==> src/rtl/systolic_feeder_if.sv <==
// systolic_feeder_if: beat stream into the feeder plus the skewed lane bus toward the array edge.
// The master modport belongs to the beat producer; the slave modport belongs to the feeder.
interface systolic_feeder_if #(
  parameter int unsigned LANES = 4,
  parameter int unsigned DW    = 8
) ();
  logic                  in_valid;
  logic                  in_ready;
  logic                  in_last;
  logic [LANES*DW-1:0]   in_a;
  logic [LANES*DW-1:0]   in_w;
  logic [LANES-1:0]      out_f;
  logic [LANES*DW-1:0]   out_a;
  logic [LANES*DW-1:0]   out_w;

  modport master (
    output in_valid, in_last, in_a, in_w,
    input  in_ready, out_f, out_a, out_w
  );

  modport slave (
    input  in_valid, in_last, in_a, in_w,
    output in_ready, out_f, out_a, out_w
  );
endinterface

==> src/rtl/systolic_feeder.sv <==
// systolic_feeder: accepts beats of LANES activation/weight pairs and skews them so lane i reaches
// its edge PE i+1 cycles after acceptance. A tile ends with in_last; the feeder then stops
// accepting for LANES cycles (FLUSH) so the last beat drains, and pulses done once.
// Build option: define SYSTOLIC_FEEDER_ZERO_PAD_EN to drive zero data on lanes that are not firing;
// without it a lane holds the last data that fired through it.
module systolic_feeder #(
  parameter int unsigned LANES = 4,
  parameter int unsigned DW    = 8
) (
  input  logic             clk,
  input  logic             rst,
  systolic_feeder_if.slave bus,
  output logic             busy,
  output logic             done
);
  localparam int unsigned CW = $clog2(LANES + 1);

  typedef enum logic [1:0] {StIdle, StStream, StFlush, StDone} state_e;

  state_e        state_q, state_d;
  logic [CW-1:0] cnt_q, cnt_d;
  logic          fire;

  assign bus.in_ready = ~rst & ((state_q == StIdle) | (state_q == StStream));
  assign fire         = bus.in_valid & bus.in_ready;
  assign busy         = (state_q == StStream) | (state_q == StFlush);
  assign done         = (state_q == StDone);

  // State and flush-counter registers.
  always_ff @(posedge clk) begin
    if (rst) begin
      state_q <= StIdle;
      cnt_q   <= '0;
    end else begin
      state_q <= state_d;
      cnt_q   <= cnt_d;
    end
  end

  // Tile sequencing: flush lasts exactly LANES cycles so the deepest lane drains its last beat.
  always_comb begin
    state_d = state_q;
    cnt_d   = cnt_q;
    unique case (state_q)
      StIdle, StStream: begin
        if (fire) begin
          if (bus.in_last) begin
            state_d = StFlush;
            cnt_d   = '0;
          end else begin
            state_d = StStream;
          end
        end
      end
      StFlush: begin
        if (cnt_q == CW'(LANES - 1)) state_d = StDone;
        else                         cnt_d   = cnt_q + CW'(1);
      end
      StDone:  state_d = StIdle;
      default: state_d = StIdle;
    endcase
  end

  for (genvar i = 0; i < LANES; i++) begin : g_lane
    logic [i:0]    f_q;
    logic [i:0]    f_in;
    logic [DW-1:0] a_q  [i+1];
    logic [DW-1:0] w_q  [i+1];
    logic [DW-1:0] a_in [i+1];
    logic [DW-1:0] w_in [i+1];

    // Per-stage inputs: stage 0 takes the accepted beat, stage s takes stage s-1.
    always_comb begin
      f_in    = (i+1)'({f_q, fire});
      a_in[0] = bus.in_a[i*DW +: DW];
      w_in[0] = bus.in_w[i*DW +: DW];
      for (int s = 1; s <= i; s++) begin
        a_in[s] = a_q[s-1];
        w_in[s] = w_q[s-1];
      end
    end

    // Lane shift register: fire always shifts; data follows the fire bit it travels with.
    always_ff @(posedge clk) begin
      if (rst) begin
        f_q <= '0;
        for (int s = 0; s <= i; s++) begin
          a_q[s] <= '0;
          w_q[s] <= '0;
        end
      end else begin
        f_q <= f_in;
        for (int s = 0; s <= i; s++) begin
`ifdef SYSTOLIC_FEEDER_ZERO_PAD_EN
          a_q[s] <= f_in[s] ? a_in[s] : '0;
          w_q[s] <= f_in[s] ? w_in[s] : '0;
`else
          if (f_in[s]) begin
            a_q[s] <= a_in[s];
            w_q[s] <= w_in[s];
          end
`endif
        end
      end
    end

    assign bus.out_f[i]          = f_q[i];
    assign bus.out_a[i*DW +: DW] = a_q[i];
    assign bus.out_w[i*DW +: DW] = w_q[i];
  end
endmodule

==> src/flat_wrapper.sv <==
// flat-port wrapper written by rule: the top's interface ports become plain ports
module systolic_feeder_flat 
#(
  parameter int unsigned LANES = 4,
  parameter int unsigned DW    = 8
)
  (clk, rst, busy, done, bus_in_valid, bus_in_last, bus_in_a, bus_in_w, bus_in_ready, bus_out_f, bus_out_a, bus_out_w);
  systolic_feeder_if #(.LANES(LANES), .DW(DW)) bus_i ();
  input  logic clk;
  input  logic rst;
  output logic busy;
  output logic done;
  input wire logic [$bits(bus_i.in_valid)-1:0] bus_in_valid;
  input wire logic [$bits(bus_i.in_last)-1:0] bus_in_last;
  input wire logic [$bits(bus_i.in_a)-1:0] bus_in_a;
  input wire logic [$bits(bus_i.in_w)-1:0] bus_in_w;
  output wire logic [$bits(bus_i.in_ready)-1:0] bus_in_ready;
  output wire logic [$bits(bus_i.out_f)-1:0] bus_out_f;
  output wire logic [$bits(bus_i.out_a)-1:0] bus_out_a;
  output wire logic [$bits(bus_i.out_w)-1:0] bus_out_w;
  assign bus_i.in_valid = bus_in_valid;
  assign bus_i.in_last = bus_in_last;
  assign bus_i.in_a = bus_in_a;
  assign bus_i.in_w = bus_in_w;
  assign bus_in_ready = bus_i.in_ready;
  assign bus_out_f = bus_i.out_f;
  assign bus_out_a = bus_i.out_a;
  assign bus_out_w = bus_i.out_w;
  systolic_feeder #(.LANES(LANES), .DW(DW)) u_core (.clk(clk), .rst(rst), .bus(bus_i), .busy(busy), .done(done));
endmodule
==> config.mk <==
export PLATFORM = sky130hd
export DESIGN_NAME = systolic_feeder_flat
export DESIGN_NICKNAME = d
export VERILOG_FILES = /design/src/rtl/systolic_feeder_if.sv /design/src/rtl/systolic_feeder.sv /design/src/flat_wrapper.sv
export SDC_FILE = /design/constraint.sdc
export NUM_CORES = 1
export LEC_CHECK = 0
export CAP_MARGIN = 20
export CORE_MARGIN = 3
export CORE_UTILIZATION = 43
export CTS_CLUSTER_SIZE = 20
export DETAILED_ROUTE_END_ITERATION = 10
export GPL_ROUTABILITY_DRIVEN = 1
export PLACE_DENSITY = 0.69
export SLEW_MARGIN = 20
export SYNTH_ARGS = -nofsm -noshare
export SYNTH_HDL_FRONTEND = slang
export SYNTH_SLANG_ARGS = --single-unit
==> constraint.sdc <==
create_clock -name clk -period 2.45 [get_ports clk]
set_clock_uncertainty 0.05 [all_clocks]
set_input_delay 0.6125 -clock clk [delete_from_list [all_inputs] [get_ports clk]]
set_output_delay 0.6125 -clock clk [all_outputs]
set_load 0.05 [all_outputs]
==> reports/results.ini, run 1 <==
[status]
status = finished, final reports clean

[timing]
relSlewSlack_pct = 36.8
slew_violations = 0
worstMarginPinSlew_ns = 0.948
finalSetupTns_ns = 0
rsz0062_at_grt = no
fmax_ghz = 0.431
setup_viol = 0
fin_crit_sh_pct = 94.8
period_needed_ns = 2.32
hold_viol = 0

[critical_path]
cp_top_family = buffers and inverters
cp_data_arrival_time_ns = 1.66
worst-path-max-fanout = 4
crit_chain = clkdlybuf4s50_1
worstSetupEndpointType = output pin
start_kind = flop
slowest_delay_ns = 0.87
critPathKind = reg2out
critPathSlowestCell = clkdlybuf4s50_1
crit_buf_inv = 1
critPathRequiredTime_ns = 1.79

[logic_synthesis]
synthesis.area_mm2 = 0.00642
yosys.area.top_type = edfxtp_1
synthFlopType = edfxtp_1
synth.distinct_cells = 24
synth_edf_count = 160
ys_top_cells_by_area = edfxtp_1, and2_1, dfxtp_1
ys_seq_area_share_pct = 77.6
syn_nets = 471
postSynth.asyncResetShare_pct = 0
avgSynthCellArea_um2 = 16.2
synth-seq-cells = 169
synth_top_cell_area_share_pct = 74.8
syn_inst = 397
yosys_warnings = 0

[floorplan]
die_h_um = 128
die_area_mm2 = 0.0164
num_rows = 44
dieWidth_um = 128
core_area_mm2 = 0.0146
initial_core_util_pct = 44.0
io_pins = 139

[clock_tree]
cts_resized = 1
cts_made_buffers = 17
clk_latency_ns = 0.41
ctsHoldBuffers = 0
cts_tree = done
clk_path_buf_depth = 2
cts.clk_slew.worst_paths_ns = 0.06
post_cts_buffers = 0
root_buffer = clkbuf_16
cts_max_level = 4
cts_sinks = 169

[detailed_routing]
wirelength_um = 10300
drtPass1Iterations = 4
vias = 3276
viasPerCell = 4.42
antenna_left = 0
drc = 0
first_iter_violations = 186
wire_per_inst_um = 13.9

[global_route]
grt_pass1_vias = 3303
grt_max_degree = 49
antenna_found_initial = 0
grt_use_total_pct = 13.3
grt_pass1_wl_um = 16800
overflow = 0

[power_and_ir_drop]
switching_share_pct = 25.4
seqPwrFrac_pct = 49.3
p_clk_share_pct = 34.1
vdd_drop_max_v = 0.000489
power_frac_comb_pct = 16.6
intPower_w = 0.00547
power_density_mw_per_mm2 = 852
p_leak_nw = 3.21
p_switching_w = 0.00186

[worst_hold_path]
hold_path.class = reg2reg

[flow_run]
maxCapViolCount = 0

[place]
gp_congestion = 0.770
post-dp-hpwl_um = 7240
io_buffers = 138

[final_layout]
final_nets = 619
n_antenna_cell = 0
drive_gt1_share_pct = 9.14
syn2layout_area_growth_pct = 34.0
nFillCells = 1118
post-route-util_pct = 59.0

## metrics by stage
step | instances | cell area [um^2] | total power [W] | hold slack (ns) | worst slack [ns]
6_report | 742 | 8610 | 0.00733 | 0.432 | 0.128
3_3_place_gp | 710 | 8040 | 0.00487 | 0.413 | -0.0385
4_1_cts | 742 | 8610 | 0.00742 | 0.438 | 0.0206
3_5_place_dp | 710 | 8040 | 0.00491 | 0.421 | -0.0747
5_1_grt | 742 | 8610 | 0.00766 | 0.462 | 0.00489
2_1_floorplan | 397 | 6420 | 0.00444 | 0.399 | 0.354
## cell usage in the layout (no fill, tap or decap), drive strengths merged, types with 3 or more instances in the layout
cell type and instances:
a211oi 3, and2 160, buf 10, clkbuf 19
clkdlybuf4s50 135, clkinv 10, dfxtp 9, edfxtp 160
ha 6, inv 5, mux2i 4, nand2b 7
nor2 4, nor2b 3, or2 8
## sequential cells by signal, indices dropped and copies added, names as in the netlist
signal / count
u_core.g_lane.a_q: 80
u_core.g_lane.w_q: 80
u_core.g_lane.f_q: 4
u_core.cnt_q: 3
u_core.state_q: 2
## Yosys cell counts, types with 2 or more instances
library cell  number
nor2_1             4
ha_1               6
dfxtp_1            9
mux2i_1            4
or3b_2             2
and2_1           160
edfxtp_1         160
nand2b_1           7
or2_2              7
nor2b_1            3
inv_1              5
clkbuf_1          16
a211oi_1           3
## layout make-up
type / instances / area [um^2] / share of cell area, %
Tap cell: 184 / 230 / 2.67
Timing Repair Buffer: 146 / 1450 / 16.8
Clock inverter: 13 / 130 / 1.51
Multi-Input combinational cell: 206 / 1360 / 15.8
Clock buffer: 19 / 433 / 5.03
Sequential cell: 169 / 4980 / 57.9
Inverter: 5 / 18.8 / 0.218
## metal layers
metal	share of wire [%]	GRT usage, %
met1	43	16.8
met2	47	19.7
met3	8.8	5.79
met4	1.8	6.12
met5	0	0
## cells by family after synthesis
group / after synthesis / synth area share, %
and+or+nand+nor: 186 / 18.2
DFF: 169 / 77.6
buffers and inverters: 22 / 1.34
AOI/OAI and AO/OA: 10 / 1.09
adders and majority gates: 6 / 1.17
muxes: 4 / 0.623
## power by group through the flow
stage	clock network, W	logic [W]	registers [W]
after floorplan	0	0.000399	0.00404
after global placement	0	0.00121	0.00366
after detailed placement	0	0.00123	0.00368
after CTS	0.00256	0.00123	0.00362
after global routing	0.00271	0.00130	0.00364
final	0.00250	0.00122	0.00361
## final timing paths
check	start	endpoint	slack (ns)	cells past startpoint
min reg2reg	u_core.cnt_q[2]	u_core.cnt_q[2]	0.43	2
max reg2reg	u_core.state_q[1]	u_core.g_lane[1].w_q[0][11]	0.38	5
max	u_core.g_lane[2].f_q[1]	bus_out_f[1]	0.13	1
min	u_core.cnt_q[2]	u_core.cnt_q[2]	0.43	2
Note: power is estimated with default switching activity, not from simulation.
==> run 2: changes to the inputs <==
--- a/config.mk
+++ b/config.mk
@@ -12,7 +12,7 @@
 export DETAILED_ROUTE_END_ITERATION = 10
 export GPL_ROUTABILITY_DRIVEN = 1
 export PLACE_DENSITY = 0.69
-export SLEW_MARGIN = 20
+export SLEW_MARGIN = 0
 export SYNTH_ARGS = -nofsm -noshare
 export SYNTH_HDL_FRONTEND = slang
 export SYNTH_SLANG_ARGS = --single-unit
==> constraint.sdc (replaced) <==
create_clock -name clk -period 2.9 [get_ports clk]
set_clock_uncertainty 0.05 [all_clocks]
set_input_delay 0.725 -clock clk [delete_from_list [all_inputs] [get_ports clk]]
set_output_delay 0.725 -clock clk [all_outputs]
set_load 0.05 [all_outputs]
==> run 2 against run 1 <==
  * First-iteration DRC count shrank 5.4%
  * Clock power shrank 12%
  * Worst hold slack gained 0.0035 ns
  * Wire length grew 1.7%
  * Clock-buffer cell count shrank 1
  * Critical path depth grew 1
  * Utilization grew 0.21 points
  * Design area grew 0.36%
  * Via count is essentially flat
  * Die area is the same
==> reports/results.ini, run 2 (synthesis gave the netlist of run 1 again) <==
[status]
status = finished, final reports clean

[final_layout]
final_nets = 618  ; -0.16%
drive_gt1_share_pct = 8.44  ; -0.70 points
final_cell_mix = and2_1, edfxtp_1, clkdlybuf4s50_1, clkbuf_16, dfxtp_1
regArea_mm2 = 0.00498  ; unchanged
stdcell_count = 741  ; -0.13%
n_antenna_cell = 0  ; unchanged
syn2layout_area_growth_pct = 34.5
top_regs = u_core.g_lane.a_q (80), u_core.g_lane.w_q (80), u_core.g_lane.f_q (4)
multi_input_area_mm2 = 0.00136  ; -0.18%
final_area_mm2 = 0.00864  ; +0.36%
nFillCells = 1140  ; +2.0%

[clock_tree]
cts_made_buffers = 17  ; unchanged
clk_latency_ns = 0.42  ; about the same
root_buffer = clkbuf_16
cts_tree = done
cts.clk_slew.worst_paths_ns = 0.06  ; about the same
cts_max_level = 4  ; unchanged
clk_path_buf_depth = 2  ; unchanged
post_cts_buffers = 0  ; unchanged
cts_sinks = 169  ; unchanged
ctsHoldBuffers = 0  ; unchanged

[critical_path]
slowest_delay_ns = 0.80  ; -0.07 ns
worstSetupEndpointType = output pin
critPathKind = reg2out
critPathSlowestCell = clkdlybuf4s50_1
worst-path-max-fanout = 6  ; +2
cp_data_arrival_time_ns = 1.84  ; +0.18 ns
crit_chain = ha_1, clkdlybuf4s50_1
start_kind = flop
critPathRequiredTime_ns = 2.12  ; +0.33 ns

[timing]
fin_ws_ns = 0.283  ; +0.156 ns
period_needed_ns = 2.62
slew_violations = 0  ; unchanged
finalSetupTns_ns = 0  ; unchanged
relSlewSlack_pct = 36.7  ; -0.15 points
fmax_ghz = 0.382
hold_viol = 0  ; unchanged
worstMarginPinSlew_ns = 0.950  ; +0.00218 ns
rsz0062_at_grt = no
setup_viol = 0  ; unchanged
fin_crit_sh_pct = 90.2

[place]
dp.cells = 709  ; -0.14%
place_area_mm2 = 0.00805  ; about the same
post-dp-hpwl_um = 7400  ; +2.2%
dp_slack_ns = 0.240  ; +0.314 ns
io_buffers = 138  ; unchanged
gp_congestion = 0.755  ; -1.9%

[detailed_routing]
wirelength_met1_um = 4390  ; +0.34%
met3_length_um = 859  ; -5.1%
highest_layer = met4
viasPerCell = 4.42  ; about the same
wire_per_inst_um = 14.1  ; +1.8%
wirelength_um = 10500  ; +1.7%
antenna_left = 0  ; unchanged
first_iter_violations = 176  ; -5.4%
drc = 0  ; unchanged
drtPass1Iterations = 4  ; unchanged
route.met2.wl_um = 5000  ; +4.0%
vias = 3274  ; -0.061%

[floorplan]
die_area_mm2 = 0.0164  ; unchanged
num_rows = 44  ; unchanged
io_pins = 139  ; unchanged
dieWidth_um = 128  ; unchanged
die_h_um = 128  ; unchanged
core_area_mm2 = 0.0146  ; unchanged
initial_core_util_pct = 44.0  ; unchanged

[power_and_ir_drop]
power_density_mw_per_mm2 = 728  ; -15%
p_leak_nw = 3.21  ; about the same
vdd_drop_max_v = 0.000417  ; -15%
total_power_w = 0.00629  ; -14%

[flow_run]
maxCapViolCount = 0  ; unchanged

[global_route]
grt_use_total_pct = 13.5  ; +0.18 points
grt_pass1_vias = 3425  ; +3.7%
grt_pass1_wl_um = 16900  ; +0.74%
antenna_found_initial = 0  ; unchanged
grt_max_degree = 49  ; unchanged
overflow = 0  ; unchanged

[worst_hold_path]
hold_path.class = reg2reg

## run 2: repair_timing
item / CTS / global route
endpoints found under the setup margin: 0 / 1
hold endpoints to repair: 0 / 0
resized for setup: 0 / 1
## run 2: worst max-delay path: cells and delay by family (launching register included)
kind | cells | cell delay (ns)
buf+inv | 1 | 0.80
flops | 1 | 0.44
fa+ha+maj | 1 | 0.19
## run 2: worst paths after layout
kind                      from                         end  slack (ns)  cells past startpoint
max          u_core.state_q[1]                        done        0.28                      2
min            u_core.cnt_q[2]             u_core.cnt_q[2]        0.44                      2
max reg2reg  u_core.state_q[1]  u_core.g_lane[1].w_q[0][3]        0.76                      6
min reg2reg    u_core.cnt_q[2]             u_core.cnt_q[2]        0.44                      2
## run 2: through the flow
stage | hold slack [ns] | util [%]
after floorplan | 0.399 | -
after global placement | 0.410 | 55.2
after detailed placement | 0.428 | 55.2
after CTS | 0.445 | 59.2
after global routing | 0.461 | 59.2
final | 0.436 | 59.2
## run 2: area by class of cell
class / instances / area share (%)
flip-flops and latches: 169 / 57.7
repair buffers: 145 / 16.9
multi-input cells: 206 / 15.8
clock buffers: 18 / 4.97
well taps: 184 / 2.66
clock inverters: 14 / 1.81
inverters: 5 / 0.217
## run 2: routing by layer
| metal | up-vias | track usage [%] |
|---|---|---|
| met5 | - | 0 |
| met2 | 104 | 20.4 |
| met3 | 19 | 5.42 |
| li1 | 1673 | - |
| met1 | 1478 | 16.8 |
| met4 | 0 | 6.55 |
## run 2: where the power goes
part	switching, W	internal (W)
clock	0.000864	0.00134
sequential	0.0000690	0.00298
combinational	0.000647	0.000386
total	0.00158	0.00471
==> run 3: changes to the inputs <==
--- a/config.mk
+++ b/config.mk
@@ -12,7 +12,6 @@
 export DETAILED_ROUTE_END_ITERATION = 10
 export GPL_ROUTABILITY_DRIVEN = 1
 export PLACE_DENSITY = 0.69
-export SLEW_MARGIN = 0
 export SYNTH_ARGS = -nofsm -noshare
 export SYNTH_HDL_FRONTEND = slang
 export SYNTH_SLANG_ARGS = --single-unit
==> results of run 3 <==
The final DEF is identical to that of run 2; final timing and power are the same.
